$ cat config.mk
export PLATFORM = sky130hd
export DESIGN_NAME = door_direction_detector
export DESIGN_NICKNAME = d
export VERILOG_FILES = /design/src/rtl/door_pkg.sv /design/src/rtl/sensor_debounce.sv /design/src/rtl/door_direction_detector.sv
export SDC_FILE = /design/constraint.sdc
export NUM_CORES = 1
export LEC_CHECK = 0
export CORE_UTILIZATION = 55
export CTS_BUF_LIST = sky130_fd_sc_hd__clkbuf_4
export CTS_CLUSTER_SIZE = 20
export DETAILED_ROUTE_END_ITERATION = 10
export PLACE_DENSITY = 0.79
export SLEW_MARGIN = 20
export SYNTH_ARGS = -nofsm -noshare
export SYNTH_HDL_FRONTEND = slang
export SYNTH_HIERARCHICAL = 1
export SYNTH_SLANG_ARGS = --single-unit
$ cat constraint.sdc
create_clock -name clk -period 3.05 [get_ports clk]
set_input_delay 0.61 -clock clk [delete_from_list [all_inputs] [get_ports clk]]
set_output_delay 0.61 -clock clk [all_outputs]
set_load 0.02 [all_outputs]
$ cat src/rtl/door_pkg.sv
// Shared state encoding and default timing constants for the doorway direction detector.
package door_pkg;

  typedef enum logic [2:0] {
    StIdle    = 3'd0,
    StEnterA  = 3'd1,
    StEnterAb = 3'd2,
    StEnterB  = 3'd3,
    StExitB   = 3'd4,
    StExitBa  = 3'd5,
    StExitA   = 3'd6,
    StWaitClr = 3'd7
  } door_state_e;

  localparam int unsigned DEB_CYCLES_DEF  = 4;
  localparam int unsigned TIMEOUT_CYC_DEF = 1000;
  localparam int unsigned TO_W_DEF        = 10;

endpackage

$ cat src/rtl/sensor_debounce.sv
// Two-flop synchronizer followed by a debouncer: the level follows the synced input only
// after DEB_CYCLES consecutive samples that disagree with the current level.
module sensor_debounce #(
  parameter int unsigned DEB_CYCLES = 4
) (
  input  logic clk,
  input  logic rst_n,
  input  logic raw,
  output logic level
);

  localparam int unsigned CW = $clog2(DEB_CYCLES + 1);

  logic          sync1_q, sync2_q;
  logic          level_q;
  logic [CW-1:0] cnt_q;

  always_ff @(posedge clk or negedge rst_n) begin
    if (!rst_n) begin
      sync1_q <= 1'b0;
      sync2_q <= 1'b0;
      level_q <= 1'b0;
      cnt_q   <= '0;
    end else begin
      sync1_q <= raw;
      sync2_q <= sync1_q;
      if (sync2_q == level_q) begin
        cnt_q <= '0;
      end else if (cnt_q == CW'(DEB_CYCLES - 1)) begin
        level_q <= sync2_q;
        cnt_q   <= '0;
      end else begin
        cnt_q <= cnt_q + CW'(1);
      end
    end
  end

  assign level = level_q;

endmodule

$ cat src/rtl/door_direction_detector.sv
// Decodes the ordered break/clear sequence of two doorway beams into enter/exit/abort
// pulses; A = corridor-side beam, B = room-side beam.
module door_direction_detector
  import door_pkg::*;
#(
  parameter int unsigned DEB_CYCLES  = DEB_CYCLES_DEF,
  parameter int unsigned TIMEOUT_CYC = TIMEOUT_CYC_DEF,
  parameter int unsigned TO_W        = TO_W_DEF
) (
  input  logic clk,
  input  logic rst_n,
  input  logic sens_out,
  input  logic sens_in,
  output logic enter_pulse,
  output logic exit_pulse,
  output logic abort_pulse,
  output logic busy
);

  logic            da, db;
  logic [1:0]      ab;
  door_state_e     state_q, state_d;
  logic [TO_W-1:0] to_cnt_q;
  logic            enter_q, exit_q, abort_q;
  logic            enter_d, exit_d, abort_d;
  logic            in_pass;

  sensor_debounce #(.DEB_CYCLES(DEB_CYCLES)) u_deb_a (
    .clk   (clk),
    .rst_n (rst_n),
    .raw   (sens_out),
    .level (da)
  );

  sensor_debounce #(.DEB_CYCLES(DEB_CYCLES)) u_deb_b (
    .clk   (clk),
    .rst_n (rst_n),
    .raw   (sens_in),
    .level (db)
  );

  assign ab      = {da, db};
  assign in_pass = (state_q != StIdle) && (state_q != StWaitClr);

  always_comb begin
    state_d = state_q;
    enter_d = 1'b0;
    exit_d  = 1'b0;
    abort_d = 1'b0;
    unique case (state_q)
      StIdle: begin
        case (ab)
          2'b10:   state_d = StEnterA;
          2'b01:   state_d = StExitB;
          2'b11: begin
            state_d = StWaitClr;
            abort_d = 1'b1;
          end
          default: ;
        endcase
      end
      StEnterA: begin
        case (ab)
          2'b11:   state_d = StEnterAb;
          2'b01:   state_d = StEnterB;
          2'b00:   state_d = StIdle;
          default: ;
        endcase
      end
      StEnterAb: begin
        case (ab)
          2'b01:   state_d = StEnterB;
          2'b10:   state_d = StEnterA;
          2'b00:   state_d = StIdle;
          default: ;
        endcase
      end
      StEnterB: begin
        case (ab)
          2'b00: begin
            state_d = StIdle;
            enter_d = 1'b1;
          end
          2'b11:   state_d = StEnterAb;
          2'b10:   state_d = StEnterA;
          default: ;
        endcase
      end
      StExitB: begin
        case (ab)
          2'b11:   state_d = StExitBa;
          2'b10:   state_d = StExitA;
          2'b00:   state_d = StIdle;
          default: ;
        endcase
      end
      StExitBa: begin
        case (ab)
          2'b10:   state_d = StExitA;
          2'b01:   state_d = StExitB;
          2'b00:   state_d = StIdle;
          default: ;
        endcase
      end
      StExitA: begin
        case (ab)
          2'b00: begin
            state_d = StIdle;
            exit_d  = 1'b1;
          end
          2'b11:   state_d = StExitBa;
          2'b01:   state_d = StExitB;
          default: ;
        endcase
      end
      StWaitClr: begin
        if (ab == 2'b00) state_d = StIdle;
      end
      default: state_d = StIdle;
    endcase
    // A real transition always wins over an expiring timeout in the same cycle.
    if (in_pass && (state_d == state_q) && (to_cnt_q == TO_W'(TIMEOUT_CYC - 1))) begin
      state_d = StWaitClr;
      abort_d = 1'b1;
    end
  end

  always_ff @(posedge clk or negedge rst_n) begin
    if (!rst_n) begin
      state_q  <= StIdle;
      to_cnt_q <= '0;
      enter_q  <= 1'b0;
      exit_q   <= 1'b0;
      abort_q  <= 1'b0;
    end else begin
      state_q <= state_d;
      enter_q <= enter_d;
      exit_q  <= exit_d;
      abort_q <= abort_d;
      if ((state_d != state_q) || !in_pass) begin
        to_cnt_q <= '0;
      end else begin
        to_cnt_q <= to_cnt_q + TO_W'(1);
      end
    end
  end

  assign enter_pulse = enter_q;
  assign exit_pulse  = exit_q;
  assign abort_pulse = abort_q;
  assign busy        = (state_q != StIdle);

endmodule

==> flow_summary.html <==
<table>
<tr><th>Metric</th><th>Value</th></tr>
<tr><th colspan="2">Run status</th></tr>
<tr><td>Outcome</td><td>finished, violations left</td></tr>
<tr><td>Violations in the final reports</td><td>design-rule violations</td></tr>
<tr><th colspan="2">Min path</th></tr>
<tr><td>Worst hold path endpoint</td><td>u_deb_a/sync2_q$_DFF_PN0_</td></tr>
<tr><td>Min-delay src</td><td>u_deb_a/sync1_q$_DFF_PN0_</td></tr>
<tr><td>Worst hold path class</td><td>reg2reg</td></tr>
<tr><td>Worst hold path depth</td><td>0</td></tr>
<tr><th colspan="2">Logic synthesis</th></tr>
<tr><td>Dominant register cell in the synthesized netlist</td><td>sky130_fd_sc_hd__dfrtp_1</td></tr>
<tr><td>Post-Synthesis Cells</td><td>170</td></tr>
<tr><td>Share of flip-flops with an asynchronous set or reset after synthesis</td><td>100.0%</td></tr>
<tr><td>Share of synthesized area occupied by flip-flops and latches</td><td>41.73%</td></tr>
<tr><td>Yosys top cell area share</td><td>41.73%</td></tr>
<tr><td>Cell area after technology mapping</td><td>0.001679 sq mm</td></tr>
<tr><td>Post-synthesis average cell area</td><td>9.877 sq um</td></tr>
<tr><td>Top post-synthesis cells by count</td><td>sky130_fd_sc_hd__dfrtp_1 (28), sky130_fd_sc_hd__nand2_1 (18), sky130_fd_sc_hd__nor3_1 (15)</td></tr>
<tr><td>Cell with the most instances after synthesis</td><td>sky130_fd_sc_hd__dfrtp_1</td></tr>
<tr><td>Synth unique cells</td><td>51</td></tr>
<tr><td>Cell taking the most area after synthesis</td><td>sky130_fd_sc_hd__dfrtp_1</td></tr>
<tr><td>Synthesis-stage register bit count</td><td>28</td></tr>
<tr><td>Post-synth EDFFs</td><td>0</td></tr>
<tr><td>Warning count from the yosys run</td><td>6</td></tr>
<tr><td>Post-synthesis net count</td><td>184</td></tr>
<tr><td>Top cells by area in the synthesized netlist</td><td>sky130_fd_sc_hd__dfrtp_1 (42%), sky130_fd_sc_hd__ha_1 (7.5%), sky130_fd_sc_hd__nor3_1 (4.5%), sky130_fd_sc_hd__nand2_1 (4.0%), sky130_fd_sc_hd__xnor2_1 (3.7%)</td></tr>
<tr><th colspan="2">Critical path</th></tr>
<tr><td>Startpoint type of the worst setup path</td><td>flip-flop</td></tr>
<tr><td>R2R setup slack</td><td>0.32 ns</td></tr>
<tr><td>Largest incremental delay on the critical path</td><td>0.54 ns</td></tr>
<tr><td>Data arrival time of the worst path</td><td>2.94 ns</td></tr>
<tr><td>Worst r2r src</td><td>u_deb_b/level$_DFFE_PN0P_</td></tr>
<tr><td>Reg2Reg Depth</td><td>8</td></tr>
<tr><td>Endpoint of the worst register-to-register path</td><td>to_cnt_q[7]$_DFF_PN0_</td></tr>
<tr><td>Kind of end point of the critical path</td><td>flip-flop</td></tr>
<tr><td>Data required time of the worst path</td><td>3.25 ns</td></tr>
<tr><td>WS Path Type</td><td>reg2reg</td></tr>
<tr><td>Critical-path cell list</td><td>inv_1 -&gt; ha_1 -&gt; or3b_1 -&gt; a32oi_2 -&gt; a211oi_1 -&gt; nor4_1 -&gt; o22a_1 -&gt; nor3_1</td></tr>
<tr><td>Biggest fanout along the worst timing path</td><td>10</td></tr>
<tr><td>Slowest stage cell, crit path</td><td>sky130_fd_sc_hd__dfrtp_1</td></tr>
<tr><th colspan="2">Place</th></tr>
<tr><td>I/O Buffers</td><td>7</td></tr>
<tr><td>Number of cells after detailed placement</td><td>200</td></tr>
<tr><td>Hpwl dp</td><td>2105 microns</td></tr>
<tr><td>Final weighted congestion in routability-driven placement</td><td>0.8634</td></tr>
<tr><td>Post-place instance area</td><td>0.001745 sq mm</td></tr>
<tr><th colspan="2">Final layout</th></tr>
<tr><td>Cell area after layout</td><td>0.001798 sq mm</td></tr>
<tr><td>Layout cells sized above 1</td><td>8.671%</td></tr>
<tr><td>Final std cells w/o fill</td><td>204</td></tr>
<tr><td># nets final</td><td>188</td></tr>
<tr><td>Diode count</td><td>0</td></tr>
<tr><td>Area growth from synthesis to final layout</td><td>7.079%</td></tr>
<tr><th colspan="2">Timing</th></tr>
<tr><td>Number of max-slew violations in the final report</td><td>0</td></tr>
<tr><td>Share of the clock period used by the worst path</td><td>89.57%</td></tr>
<tr><td>RSZ-0062 raised after global routing</td><td>false</td></tr>
<tr><td>Total count of hold-check failures in the final report</td><td>0</td></tr>
<tr><td>Aggregate negative setup slack</td><td>0 ns</td></tr>
<tr><td>Setup clock skew after layout</td><td>0.004003 ns</td></tr>
<tr><td>Min Hold Slack</td><td>0.3668 ns</td></tr>
<tr><td>Slew at the pin closest to its max-slew limit</td><td>0.5616 ns</td></tr>
<tr><td>Max-slew headroom</td><td>62.56%</td></tr>
<tr><td>F_max</td><td>366.0 MHz</td></tr>
<tr><td>Shortest period the worst path allows</td><td>2.732 ns</td></tr>
<tr><td>Final setup violation count</td><td>0</td></tr>
<tr><th colspan="2">Global route</th></tr>
<tr><td>Total routing usage reported by global routing</td><td>19.84%</td></tr>
<tr><td>Initial antenna violation count</td><td>0</td></tr>
<tr><td>Global-route wire length before repair</td><td>5078 microns</td></tr>
<tr><td>Vias in the first global route</td><td>1160</td></tr>
<tr><td>Largest net degree at the start of global routing</td><td>29</td></tr>
<tr><td>GR Overflow Total</td><td>0</td></tr>
<tr><th colspan="2">Floorplanning</th></tr>
<tr><td>Total die area</td><td>0.003278 sq mm</td></tr>
<tr><td>Die H</td><td>57.26 microns</td></tr>
<tr><td>Total I/O pin count</td><td>8</td></tr>
<tr><td>Core Area</td><td>0.002829 sq mm</td></tr>
<tr><td>Starting density of the core</td><td>59.35%</td></tr>
<tr><td>Cell Rows</td><td>19</td></tr>
<tr><td>Horizontal die dimension</td><td>57.26 microns</td></tr>
<tr><th colspan="2">Detailed routing</th></tr>
<tr><td>DRC violations left</td><td>2</td></tr>
<tr><td>Total vias in the final route</td><td>1256</td></tr>
<tr><td>Wire length after detailed routing</td><td>2965 microns</td></tr>
<tr><td>Antenna-violating nets left</td><td>0</td></tr>
<tr><td>Initial DRC Count</td><td>42</td></tr>
<tr><td>Routed length per instance</td><td>14.53 microns</td></tr>
<tr><td>Drt first pass iters</td><td>7</td></tr>
<tr><td>Detailed-route vias per instance</td><td>6.157</td></tr>
<tr><th colspan="2">Pwr</th></tr>
<tr><td>PwrDens</td><td>932.6 mW/mm^2</td></tr>
<tr><td>Leakage power figure</td><td>0.7707 nW</td></tr>
<tr><td>Tot Pwr</td><td>1.677 mW</td></tr>
<tr><td>Worst-case vdd ir drop</td><td>0.4312 mV</td></tr>
<tr><th colspan="2">Clocking</th></tr>
<tr><td>Total clock buffers created by CTS</td><td>3</td></tr>
<tr><td>Clk pin slew, worst setup/hold paths</td><td>0.15 ns</td></tr>
<tr><td>CTS tree</td><td>yes</td></tr>
<tr><td>Max H-tree Level</td><td>1</td></tr>
<tr><td>Hold bufs inserted after CTS</td><td>0</td></tr>
<tr><td>Largest buffer count on any clock path</td><td>2</td></tr>
<tr><td>CTS-repair resized insts</td><td>0</td></tr>
<tr><td>Root Driver</td><td>sky130_fd_sc_hd__clkbuf_4</td></tr>
<tr><td>Count of buffers added by post-CTS timing repair for setup</td><td>0</td></tr>
<tr><td>Sink count of the clock tree</td><td>28</td></tr>
<tr><td>Clock latency of the later-clocked register in the worst-skew pair</td><td>0.32 ns</td></tr>
<tr><th colspan="2">Job</th></tr>
<tr><td>Number of max-capacitance violations reported</td><td>0</td></tr>
</table>
[layer usage]
metal	share of wire, %	routed length, microns	track usage, %	vias to the layer above
met5	0	0	0	-
met4	1.2	36	5.226	0
met3	5.4	160	4.989	6
met2	47	1392	34.12	43
met1	46	1375	24.96	596
li1	-	-	-	611
[final cells by class]
| class | count | area (sq um) |
|---|---|---|
| tap | 31 | 38.79 |
| multi-input combinational | 127 | 905.9 |
| clock buffer | 3 | 22.52 |
| inverter | 6 | 22.52 |
| sequential | 28 | 700.7 |
| fill | 219 | 1031 |
| timing repair buffer | 8 | 77.57 |
| clock inverter | 1 | 30.03 |
[cells in the final DEF, fill, tap and decap left out, types with 5 or more instances in the layout]
master                            Yosys  routed
sky130_fd_sc_hd__a21oi_1              7       7
sky130_fd_sc_hd__clkdlybuf4s50_1      0       7
sky130_fd_sc_hd__dfrtp_1             28      28
sky130_fd_sc_hd__ha_1                10      10
sky130_fd_sc_hd__inv_1                6       6
sky130_fd_sc_hd__nand2_1             18      18
sky130_fd_sc_hd__nor2_1              10      10
sky130_fd_sc_hd__nor3_1              15      15
sky130_fd_sc_hd__nor4_1               5       5
sky130_fd_sc_hd__xnor2_1              7       7
[how the worst max path moves through the flow]
| stage | cells past startpoint | slack, ns | start | endpoint |
|---|---|---|---|---|
| floorplan | 9 | 0.76 | u_deb_b/level$_DFFE_PN0P_ | to_cnt_q[0]$_DFF_PN0_ |
| global placement | 8 | 0.49 | u_deb_b/level$_DFFE_PN0P_ | to_cnt_q[0]$_DFF_PN0_ |
| detailed placement | 8 | 0.35 | u_deb_b/level$_DFFE_PN0P_ | to_cnt_q[4]$_DFF_PN0_ |
| CTS | 8 | 0.33 | u_deb_b/level$_DFFE_PN0P_ | to_cnt_q[2]$_DFF_PN0_ |
| global route | 8 | 0.15 | u_deb_b/level$_DFFE_PN0P_ | to_cnt_q[7]$_DFF_PN0_ |
| finish | 8 | 0.32 | u_deb_b/level$_DFFE_PN0P_ | to_cnt_q[7]$_DFF_PN0_ |
[power by group]
group | switching (mW) | internal (mW)
Combinational | 0.488 | 0.366
Clock | 0.108 | 0.133
Sequential | 0.137 | 0.445
[registers in the layout (all words and copies together), names as in the netlist]
name             flops
u_deb_a/cnt_q        3
to_cnt_q            10
u_deb_b/sync2_q      1
u_deb_b/cnt_q        3
u_deb_a/sync1_q      1
exit_pulse           1
state_q              3
enter_pulse          1
u_deb_a/sync2_q      1
u_deb_a/level        1
abort_pulse          1
u_deb_b/sync1_q      1
u_deb_b/level        1
[kinds of logic after synthesis]
| kind of cell | synth area share (%) |
|---|---|
| DFF | 41.73 |
| adders and majority gates | 7.452 |
| AOI/OAI and AO/OA | 9.911 |
| and+or+nand+nor | 28.54 |
| xor gates and xnor gates | 5.216 |
| muxes | 2.831 |
| buffers and inverters | 4.322 |
[critical path, delay by kind of cell, from the launching register on]
family / cells / cell delay [ns]
AO/OA/AOI/OAI: 3 / 0.84
flip-flops: 1 / 0.54
AND/OR/NAND/NOR: 3 / 0.83
adder cells (fa/ha/maj): 1 / 0.27
buffers and inverters: 1 / 0.14
[metrics by stage]
stage	utilization (%)	setup WS, ns
after floorplan	-	0.7633
after detailed placement	61.70	0.3474
final	63.56	0.3180
after global routing	63.56	0.1545
after global placement	61.70	0.4925
after CTS	63.56	0.3265
Power figures use the tool's default switching activity.
